**src/rtl/matmul_seq_ctrl_pkg.sv**
```systemverilog
// Shared types for the sequential matrix-multiply controller: FSM state encoding
// and helpers for the flat row-major packed matrix port format.
package matmul_seq_ctrl_pkg;

  typedef enum logic [1:0] {
    ST_IDLE = 2'd0,
    ST_RUN  = 2'd1,
    ST_DONE = 2'd2
  } state_t;

  // Index width for a loop counter spanning 0..dim-1 (at least one bit).
  function automatic int unsigned idx_width(input int unsigned dim);
    return (dim > 1) ? $clog2(dim) : 1;
  endfunction

endpackage

```
**src/rtl/matmul_seq_ctrl_mac_unit.sv**
```systemverilog
// Combinational multiply-accumulate step: acc_out = (clear ? 0 : acc_in) + a*b.
// MATMUL_SAT_EN selects unsigned saturation; otherwise the sum wraps modulo 2^bitlength.
module mac_unit #(
  parameter int bitlength = 8
) (
  input  logic [bitlength-1:0] a,
  input  logic [bitlength-1:0] b,
  input  logic [bitlength-1:0] acc_in,
  input  logic                 clear,
  output logic [bitlength-1:0] acc_out
);

  logic [bitlength-1:0]   base;
  logic [2*bitlength-1:0] prod;

  always_comb begin
    base = clear ? '0 : acc_in;
    prod = a * b;
  end

`ifdef MATMUL_SAT_EN
  logic [2*bitlength:0] sum;

  // A clamped base equals the maximum, so any further add re-clamps: stays saturated.
  always_comb begin
    sum = {1'b0, prod} + {{(bitlength+1){1'b0}}, base};
    if (sum > {{(bitlength+1){1'b0}}, {bitlength{1'b1}}}) begin
      acc_out = '1;
    end else begin
      acc_out = sum[bitlength-1:0];
    end
  end
`else
  always_comb begin
    acc_out = base + prod[bitlength-1:0];
  end
`endif

endmodule

```
**src/rtl/matmul_seq_ctrl.sv**
```systemverilog
// Sequential C = A x B controller: latches A/B on start, walks the i/j/k loop nest
// with one shared MAC per cycle, and presents C under a valid/ready handshake.
module matmul_seq_ctrl
  import matmul_seq_ctrl_pkg::*;
#(
  parameter int bitlength = 8,
  parameter int M1_D1     = 3,
  parameter int M1_D2     = 4,
  parameter int M2_D2     = 2
) (
  input  logic                                 clk,
  input  logic                                 rst_n,
  input  logic                                 start,
  output logic                                 start_ready,
  input  logic [M1_D1*M1_D2*bitlength-1:0]     AI,
  input  logic [M1_D2*M2_D2*bitlength-1:0]     BI,
  output logic                                 busy,
  output logic                                 out_valid,
  input  logic                                 out_ready,
  output logic [M1_D1*M2_D2*bitlength-1:0]     CO
);

  localparam int unsigned IW = idx_width(M1_D1);
  localparam int unsigned KW = idx_width(M1_D2);
  localparam int unsigned JW = idx_width(M2_D2);

  localparam logic [IW-1:0] I_LAST = IW'(M1_D1 - 1);
  localparam logic [KW-1:0] K_LAST = KW'(M1_D2 - 1);
  localparam logic [JW-1:0] J_LAST = JW'(M2_D2 - 1);

  state_t state, state_nx;

  logic [bitlength-1:0] a_r [M1_D1][M1_D2];
  logic [bitlength-1:0] b_r [M1_D2][M2_D2];
  logic [bitlength-1:0] c_r [M1_D1][M2_D2];

  // Loop counters are zero-based here; i=j=k=1 of the loop nest maps to 0.
  logic [IW-1:0]        i;
  logic [KW-1:0]        k;
  logic [JW-1:0]        j;
  logic [bitlength-1:0] acc;
  logic [bitlength-1:0] mac_out;
  logic                 i_last, j_last, k_last;

  always_comb begin
    i_last = (i == I_LAST);
    j_last = (j == J_LAST);
    k_last = (k == K_LAST);
  end

  mac_unit #(
    .bitlength(bitlength)
  ) u_mac (
    .a      (a_r[i][k]),
    .b      (b_r[k][j]),
    .acc_in (acc),
    .clear  (k == '0),
    .acc_out(mac_out)
  );

  always_ff @(posedge clk) begin
    if (!rst_n) begin
      state <= ST_IDLE;
      i     <= '0;
      j     <= '0;
      k     <= '0;
      acc   <= '0;
      for (int unsigned r = 0; r < M1_D1; r++)
        for (int unsigned c = 0; c < M1_D2; c++)
          a_r[r][c] <= '0;
      for (int unsigned r = 0; r < M1_D2; r++)
        for (int unsigned c = 0; c < M2_D2; c++)
          b_r[r][c] <= '0;
      for (int unsigned r = 0; r < M1_D1; r++)
        for (int unsigned c = 0; c < M2_D2; c++)
          c_r[r][c] <= '0;
    end else begin
      state <= state_nx;
      case (state)
        ST_IDLE: begin
          if (start) begin
            for (int unsigned r = 0; r < M1_D1; r++)
              for (int unsigned c = 0; c < M1_D2; c++)
                a_r[r][c] <= AI[(r*M1_D2+c)*bitlength +: bitlength];
            for (int unsigned r = 0; r < M1_D2; r++)
              for (int unsigned c = 0; c < M2_D2; c++)
                b_r[r][c] <= BI[(r*M2_D2+c)*bitlength +: bitlength];
            i <= '0;
            j <= '0;
            k <= '0;
          end
        end
        ST_RUN: begin
          acc <= mac_out;
          if (k_last) begin
            c_r[i][j] <= mac_out;
            k         <= '0;
            if (j_last) begin
              j <= '0;
              i <= i_last ? '0 : i + IW'(1);
            end else begin
              j <= j + JW'(1);
            end
          end else begin
            k <= k + KW'(1);
          end
        end
        default: ;
      endcase
    end
  end

  always_comb begin
    state_nx    = state;
    start_ready = 1'b0;
    busy        = 1'b0;
    out_valid   = 1'b0;
    case (state)
      ST_IDLE: begin
        start_ready = 1'b1;
        if (start) state_nx = ST_RUN;
      end
      ST_RUN: begin
        busy = 1'b1;
        if (i_last && j_last && k_last) state_nx = ST_DONE;
      end
      ST_DONE: begin
        out_valid = 1'b1;
        if (out_ready) state_nx = ST_IDLE;
      end
      default: state_nx = ST_IDLE;
    endcase
  end

  always_comb begin
    CO = '0;
    for (int unsigned r = 0; r < M1_D1; r++)
      for (int unsigned c = 0; c < M2_D2; c++)
        CO[(r*M2_D2+c)*bitlength +: bitlength] = c_r[r][c];
  end

endmodule

```
**config.mk**
```make
export PLATFORM = sky130hd
export DESIGN_NAME = matmul_seq_ctrl
export DESIGN_NICKNAME = d
export VERILOG_FILES = /design/src/rtl/matmul_seq_ctrl_pkg.sv /design/src/rtl/matmul_seq_ctrl_mac_unit.sv /design/src/rtl/matmul_seq_ctrl.sv
export SDC_FILE = /design/constraint.sdc
export NUM_CORES = 1
export LEC_CHECK = 0
export CORE_MARGIN = 4
export CORE_UTILIZATION = 47
export CTS_CLUSTER_SIZE = 28
export DETAILED_ROUTE_END_ITERATION = 16
export PLACE_DENSITY_LB_ADDON = 0.25
export SLEW_MARGIN = 20
export SYNTH_ARGS = -nofsm -noshare
export SYNTH_HDL_FRONTEND = slang
export SYNTH_SLANG_ARGS = --single-unit
```
**constraint.sdc**
```tcl
create_clock -name clk -period 5.5 [get_ports clk]
set_input_delay 1.375 -clock clk [delete_from_list [all_inputs] [get_ports clk]]
set_output_delay 1.375 -clock clk [all_outputs]
set_load 0.005 [all_outputs]
```
==> run summary, run 1 <==
Fin cells - 1317
Cell area after synthesis - 0.0108 mm²
Die span in y - 159 µm
Clk Latency, worst-skew pair - 0.52 ns
Clk_skew - 0.0237 ns
Pwr Density - 297 mW/mm²
Clock Tree Buf Depth - 3
Dpl ws - -0.0239 ns
Final setup viols - 0
CTS Sinks - 227
Die X - 159 µm
RePlAce Congestion - 0.842
Core area - 0.0226 mm²
Die Footprint - 0.0254 mm²
Initial antenna violation count - 0
Placed cell count - 1267
Slew headroom - 39.2%
Area growth syn-to-layout - 32.4%
Share of cells above drive strength 1 - 13.5%
Worst R2R Path Depth - 18
CTS clk-pin slew, worst paths - 0.06 ns
Worst vdd ir - 187 µV
Asr flop ratio synth - 0%
Synth Warn # - 0
Worst hold start - acc[0]
Average size of a mapped cell - 13.8 µm²
Net count after synthesis - 980
Gr ovfl total - 0
Seq/Total Area, Yosys - 61.6%
Hold Crit Endpoint - acc[0]
First-pass GRT wire length - 37.6 mm
IO Port Bufs - 214
Kind of critical path - reg -> reg
Starting Density - 47.6%
Vias - 6566
HP Class - reg -> reg
DP HPWL - 17.6 mm
Hold Path Stages - 2
DR WL/cell - 17.9 µm
Final core utilization - 63.1%
Initial DRC count - 426
Overall global routing resource usage - 18.4%
Hold-fix buffer count after cts - 0
Crit start category - flip-flop
Final Hold Viols - 0
Distinct cells, synth - 40
LEAKAGE - 5.45 nW
Tmin final - 5.31 ns
Largest net degree at the start of global routing - 120
Root buf cell - clkbuf_16
Required @ worst endpoint - 5.86 ns
R2r endpoint - c_r[0][15]
Arrival time worst endpoint - 5.67 ns
CTS tree - done
DR pass1 iterations - 5
Net count, final - 1217
Top_reg_cell synth - edfxtp_1
Outcome - completed
Critical-path maximum fanout - 7
DRC viols - 0
Final setup margin - 0.189 ns
Post-synth EDFFs - 208
Total CTS buffers - 23
Total negative slack - 0 ns
Hold WS - 0.458 ns
CTS H-tree lvls - 1
Slew Viols, Final - 0
Tcrit/Tclk final - 96.6%
Worst slew pin tran - 0.912 ns
Reg2reg setup slack - 0.19 ns
Number of I/O pins - 215
Yosys reg bits - 227
N_diodes - 0
Synthesized instance count - 779
Row Count - 55
Vias per inst - 4.99
Antenna-violating nets left - 0
Vias in the first global route - 7075
FMAX - 188 MHz
Max_cap viols - 0
Nature of the critical path endpoint - flip-flop
Routed WL - 23.6 mm
==> per-layer routing <==
| layer | vias up | global-route usage [%] | part of all wire, % |
|---|---|---|---|
| li1 | 3207 | - | - |
| met1 | 3132 | 23.9 | 41 |
| met2 | 194 | 32.0 | 51 |
| met3 | 33 | 3.78 | 5.7 |
| met4 | 0 | 4.54 | 1.9 |
| met5 | - | 0 | 0 |
==> cells in the final DEF (no fill, tap or decap), types with 7 or more instances in the layout <==
cell type / count
and2_1: 168
fa_1: 16
nor2_1: 51
a21oi_1: 11
dfxtp_1: 17
mux2_2: 15
edfxtp_1: 208
clkdlybuf4s50_1: 214
buf_4: 31
mux4_2: 30
inv_1: 40
mux2i_1: 20
nor3_1: 7
ha_1: 15
clkbuf_16: 24
xnor2_1: 11
nor2b_1: 9
nand2_1: 41
clkinv_1: 8
nand2b_1: 15
==> registers in the layout, indices dropped and copies added (netlist names), named ones only <==
name   cells
k          2
i          2
c_r       48
j          1
state      2
acc        8
b_r       64
a_r       96
==> synth_stat cells, drive strengths merged (8+ instances only) <==
cell	count	area, µm²
xnor2	11	96.3
nand2	45	169
mux2	18	203
nor2b	9	56.3
mux2i	21	210
nor2	55	206
mux4	30	676
dfxtp	19	380
edfxtp	208	6250
nand2b	16	100
clkbuf	26	97.6
and2	169	1060
inv	41	154
a21oi	12	60.1
ha	19	238
buf	11	72.6
fa	18	360
nor3	8	40.0
==> logic make-up after synthesis <==
kind of cell / Yosys count / share of synthesized area (%)
mux: 69 / 10.1
buf+inv: 79 / 3.05
xor+xnor: 15 / 1.62
fa+ha+maj: 37 / 5.56
compound gates: 35 / 2.04
flops: 227 / 61.6
simple gates: 317 / 16.0
==> worst max-delay path: stages (launching register included) <==
cell	delay, ns
dfxtp_4	0.38
clkbuf_16	0.16
mux4_2	0.49
mux4_2	0.52
buf_4	0.17
and2_1	0.16
fa_1	0.56
ha_4	0.23
fa_1	0.53
inv_1	0.05
fa_1	0.50
inv_2	0.05
ha_4	0.24
a21oi_2	0.15
xnor2_1	0.15
xnor2_1	0.16
xnor2_1	0.15
xnor3_2	0.39
nor2_1	0.12
==> worst max-delay path by stage <==
| stage | start | to | slack (ns) | depth (start not counted) |
|---|---|---|---|---|
| finish | flip-flop | c_r[0][15] | 0.19 | 18 |
| floorplan | k[0] | c_r[1][7] | 0.24 | 23 |
| global route | flip-flop | c_r[0][15] | -0.00004 | 19 |
| CTS | flip-flop | c_r[0][7] | 0.02 | 19 |
| global placement | flip-flop | c_r[1][7] | 0.06 | 19 |
| detailed placement | flip-flop | c_r[0][7] | -0.02 | 19 |
==> per-stage QoR <==
step                      total power, mW  instance area (µm²)
after floorplan                      2.42                10800
after global placement               2.71                13300
after detailed placement             2.72                13300
after CTS                            4.22                14100
after global routing                 4.41                14200
final                                4.22                14200
==> repair_timing <==
action,4_1_cts,5_1_grt
setup buffers,6,2
pin swaps,0,17
gates cloned,0,1
gates resized for setup,0,23
setup endpoints to repair,6,7
==> area by class of cell <==
class / instances / area [µm²]
clock buffers: 27 / 591
clock inverters: 14 / 121
fillers: 1705 / 8340
inverters: 42 / 158
multi-input cells: 473 / 3920
flip-flops and latches: 227 / 6630
well taps: 285 / 357
repair buffers: 249 / 2460
==> power breakdown <==
group / switching (mW) / internal (mW) / leakage, nW
logic: 0.328 / 0.352 / 2.73
clock network: 0.634 / 0.861 / 0.344
registers: 0.0387 / 2.01 / 2.38
total: 1.00 / 3.22 / 5.45
Note: power is estimated with default switching activity, not from simulation.
==> inputs of run 2 (changes only) <==
Settings changed: PLACE_DENSITY set to 0.77, PLACE_DENSITY_LB_ADDON 0.25 to not set.
==> run summary, run 2 (synthesis results as in run 1) <==
DRC viols - 0 (unchanged)
Vias in the first global route - 6688 (-5.5%)
Worst slew pin tran - 0.611 ns (-0.301 ns)
Final setup margin - 0.237 ns (+0.0475 ns)
Outcome - completed
Starting Density - 47.6% (unchanged)
Clk_skew - 0.0165 ns (-0.00725 ns)
Total negative slack - 0 ns (unchanged)
Row Count - 55 (unchanged)
Clk Latency, worst-skew pair - 0.52 ns (about the same)
Initial DRC count - 420 (-1.4%)
Antenna-violating nets left - 0 (unchanged)
Largest net degree at the start of global routing - 161 (+34%)
Most frequent cell on the critical path - xnor2_1
Worst path slowest cell - mux4_2
LEAKAGE - 5.44 nW (-0.25%)
Clock Tree Buf Depth - 3 (unchanged)
Placed cell count - 1260 (-0.55%)
Overall global routing resource usage - 17.7% (-0.69 points)
Area growth syn-to-layout - 32.1%
Arrival time worst endpoint - 5.64 ns (-0.03 ns)
Core area - 0.0226 mm² (unchanged)
Routed WL - 23.4 mm (-0.89%)
Nature of the critical path endpoint - flip-flop
N_diodes - 0 (unchanged)
Final setup viols - 0 (unchanged)
RePlAce Congestion - 0.817 (-3.0%)
Gr ovfl total - 0 (unchanged)
Kind of critical path - reg -> reg
Die span in y - 159 µm (unchanged)
CTS Sinks - 227 (unchanged)
Initial antenna violation count - 0 (unchanged)
Slew Viols, Final - 0 (unchanged)
HP Class - reg -> reg
Final Hold Viols - 0 (unchanged)
CTS tree - done
Tmin final - 5.26 ns (-0.0475 ns)
FMAX - 190 MHz (+0.90%)
Biggest register - a_r
Max stage delay on crit path - 0.53 ns (-0.03 ns)
Met2 Use GR - 30.2% (-1.8 points)
Fin cells - 1310 (-0.53%)
Family with the most delay on the worst path - adder cells
DP Area - 0.0133 mm² (-0.22%)
Pwr Density - 298 mW/mm² (+0.49%)
DP HPWL - 17.2 mm (-2.5%)
Global routing's busiest layer - met2
Die X - 159 µm (unchanged)
Die Footprint - 0.0254 mm² (unchanged)
CTS H-tree lvls - 1 (unchanged)
Hold-fix buffer count after cts - 0 (unchanged)
Met3 Track Usage GR - 3.52% (-0.26 points)
Number of I/O pins - 215 (unchanged)
IO Port Bufs - 214 (unchanged)
Most common cell after layout, fill and taps aside - clkdlybuf4s50_1
Final core utilization - 62.9% (-0.12 points)
Slew headroom - 58.9% (+20 points)
Root buf cell - clkbuf_16
Net count, final - 1208 (-0.74%)
Tcrit/Tclk final - 95.7% (-0.86 points)
DR pass1 iterations - 5 (unchanged)
Final total power - 4.23 mW (+0.29%)
Biggest regs - a_r: 96 flops, b_r: 64 flops, c_r: 48 flops
Worst path buffer plus inverter count - 3 (-1)
Vias per inst - 5.05 (+1.2%)
Vias - 6611 (+0.69%)
DR WL/cell - 17.8 µm (-0.36%)
Hold WS - 0.458 ns (+0.000467 ns)
Max_cap viols - 0 (unchanged)
Max FFs per register - 96 (unchanged)
Worst vdd ir - 194 µV (+3.8%)
Critical-path maximum fanout - 7 (unchanged)
Total CTS buffers - 24 (+4.3%)
First-pass GRT wire length - 35.9 mm (-4.4%)
Crit start category - flip-flop
Fill count - 1624 (-4.8%)
Final instance area - 0.0142 mm² (-0.19%)
Dpl ws - 0.0187 ns (+0.0426 ns)
Worst-path cell chain - clkbuf_16 > mux4_2 > mux4_2 > and2_4 > fa_1 > ha_1 > ha_1 > inv_1 > fa_1 > inv_1 > ha_2 > fa_2 > a21o_1 > a21oi_2 > xnor2_1 > xnor2_1 > xnor2_1 > xnor3_2 > nor2_1
Share of cells above drive strength 1 - 12.4% (-1.1 points)
GR Util met1 - 24.2% (+0.29 points)
Required @ worst endpoint - 5.88 ns (+0.02 ns)
Most frequent cells in the layout - 214 x clkdlybuf4s50_1, 208 x edfxtp_1, 168 x and2_1
CTS clk-pin slew, worst paths - 0.06 ns (about the same)
-- run 2: final cells by class --
| cell class | count | area [µm²] | share of cell area (%) |
|---|---|---|---|
| Clock buffer | 32 | 651 | 4.58 |
| Clock inverter | 12 | 100 | 0.705 |
| Inverter | 42 | 158 | 1.11 |
| Multi-Input combinational cell | 473 | 3870 | 27.3 |
| Sequential cell | 227 | 6630 | 46.7 |
| Tap cell | 285 | 357 | 2.51 |
| Timing Repair Buffer | 239 | 2440 | 17.2 |
-- run 2: path summary, 6_finish.rpt --
path	depth (start not counted)	start	slack, ns	to
worst max-delay path	19	flip-flop	0.24	c_r[0][15]
worst min-delay path	2	acc[0]	0.46	acc[0]
worst max register to register	19	flip-flop	0.24	c_r[0][15]
worst min register to register	2	acc[0]	0.46	acc[0]
-- run 2: power breakdown --
part	leakage [nW]	internal [mW]	switching [mW]	total, mW
clock network	0.365	0.881	0.642	1.52
logic	2.69	0.343	0.324	0.667
registers	2.38	2.01	0.0370	2.04
total	5.44	3.23	1.00	4.23
-- run 2: what timing repair did --
item,CTS,global route
resized for setup,0,17
endpoints found under the setup margin,0,7
setup buffers,0,4
-- run 2: per-layer routing --
layer,vias up,wire length (µm),share of wire (%)
met1,3173,9910,42
li1,3181,-,-
met3,28,1500,6.4
met2,229,11700,50
met5,-,0,0
met4,0,269,1.2
-- run 2: worst min-delay path: cells and delay by family (launching register included) --
family | cells | cell delay, ns
flops | 1 | 0.31
simple gates | 1 | 0.05
compound gates | 1 | 0.05
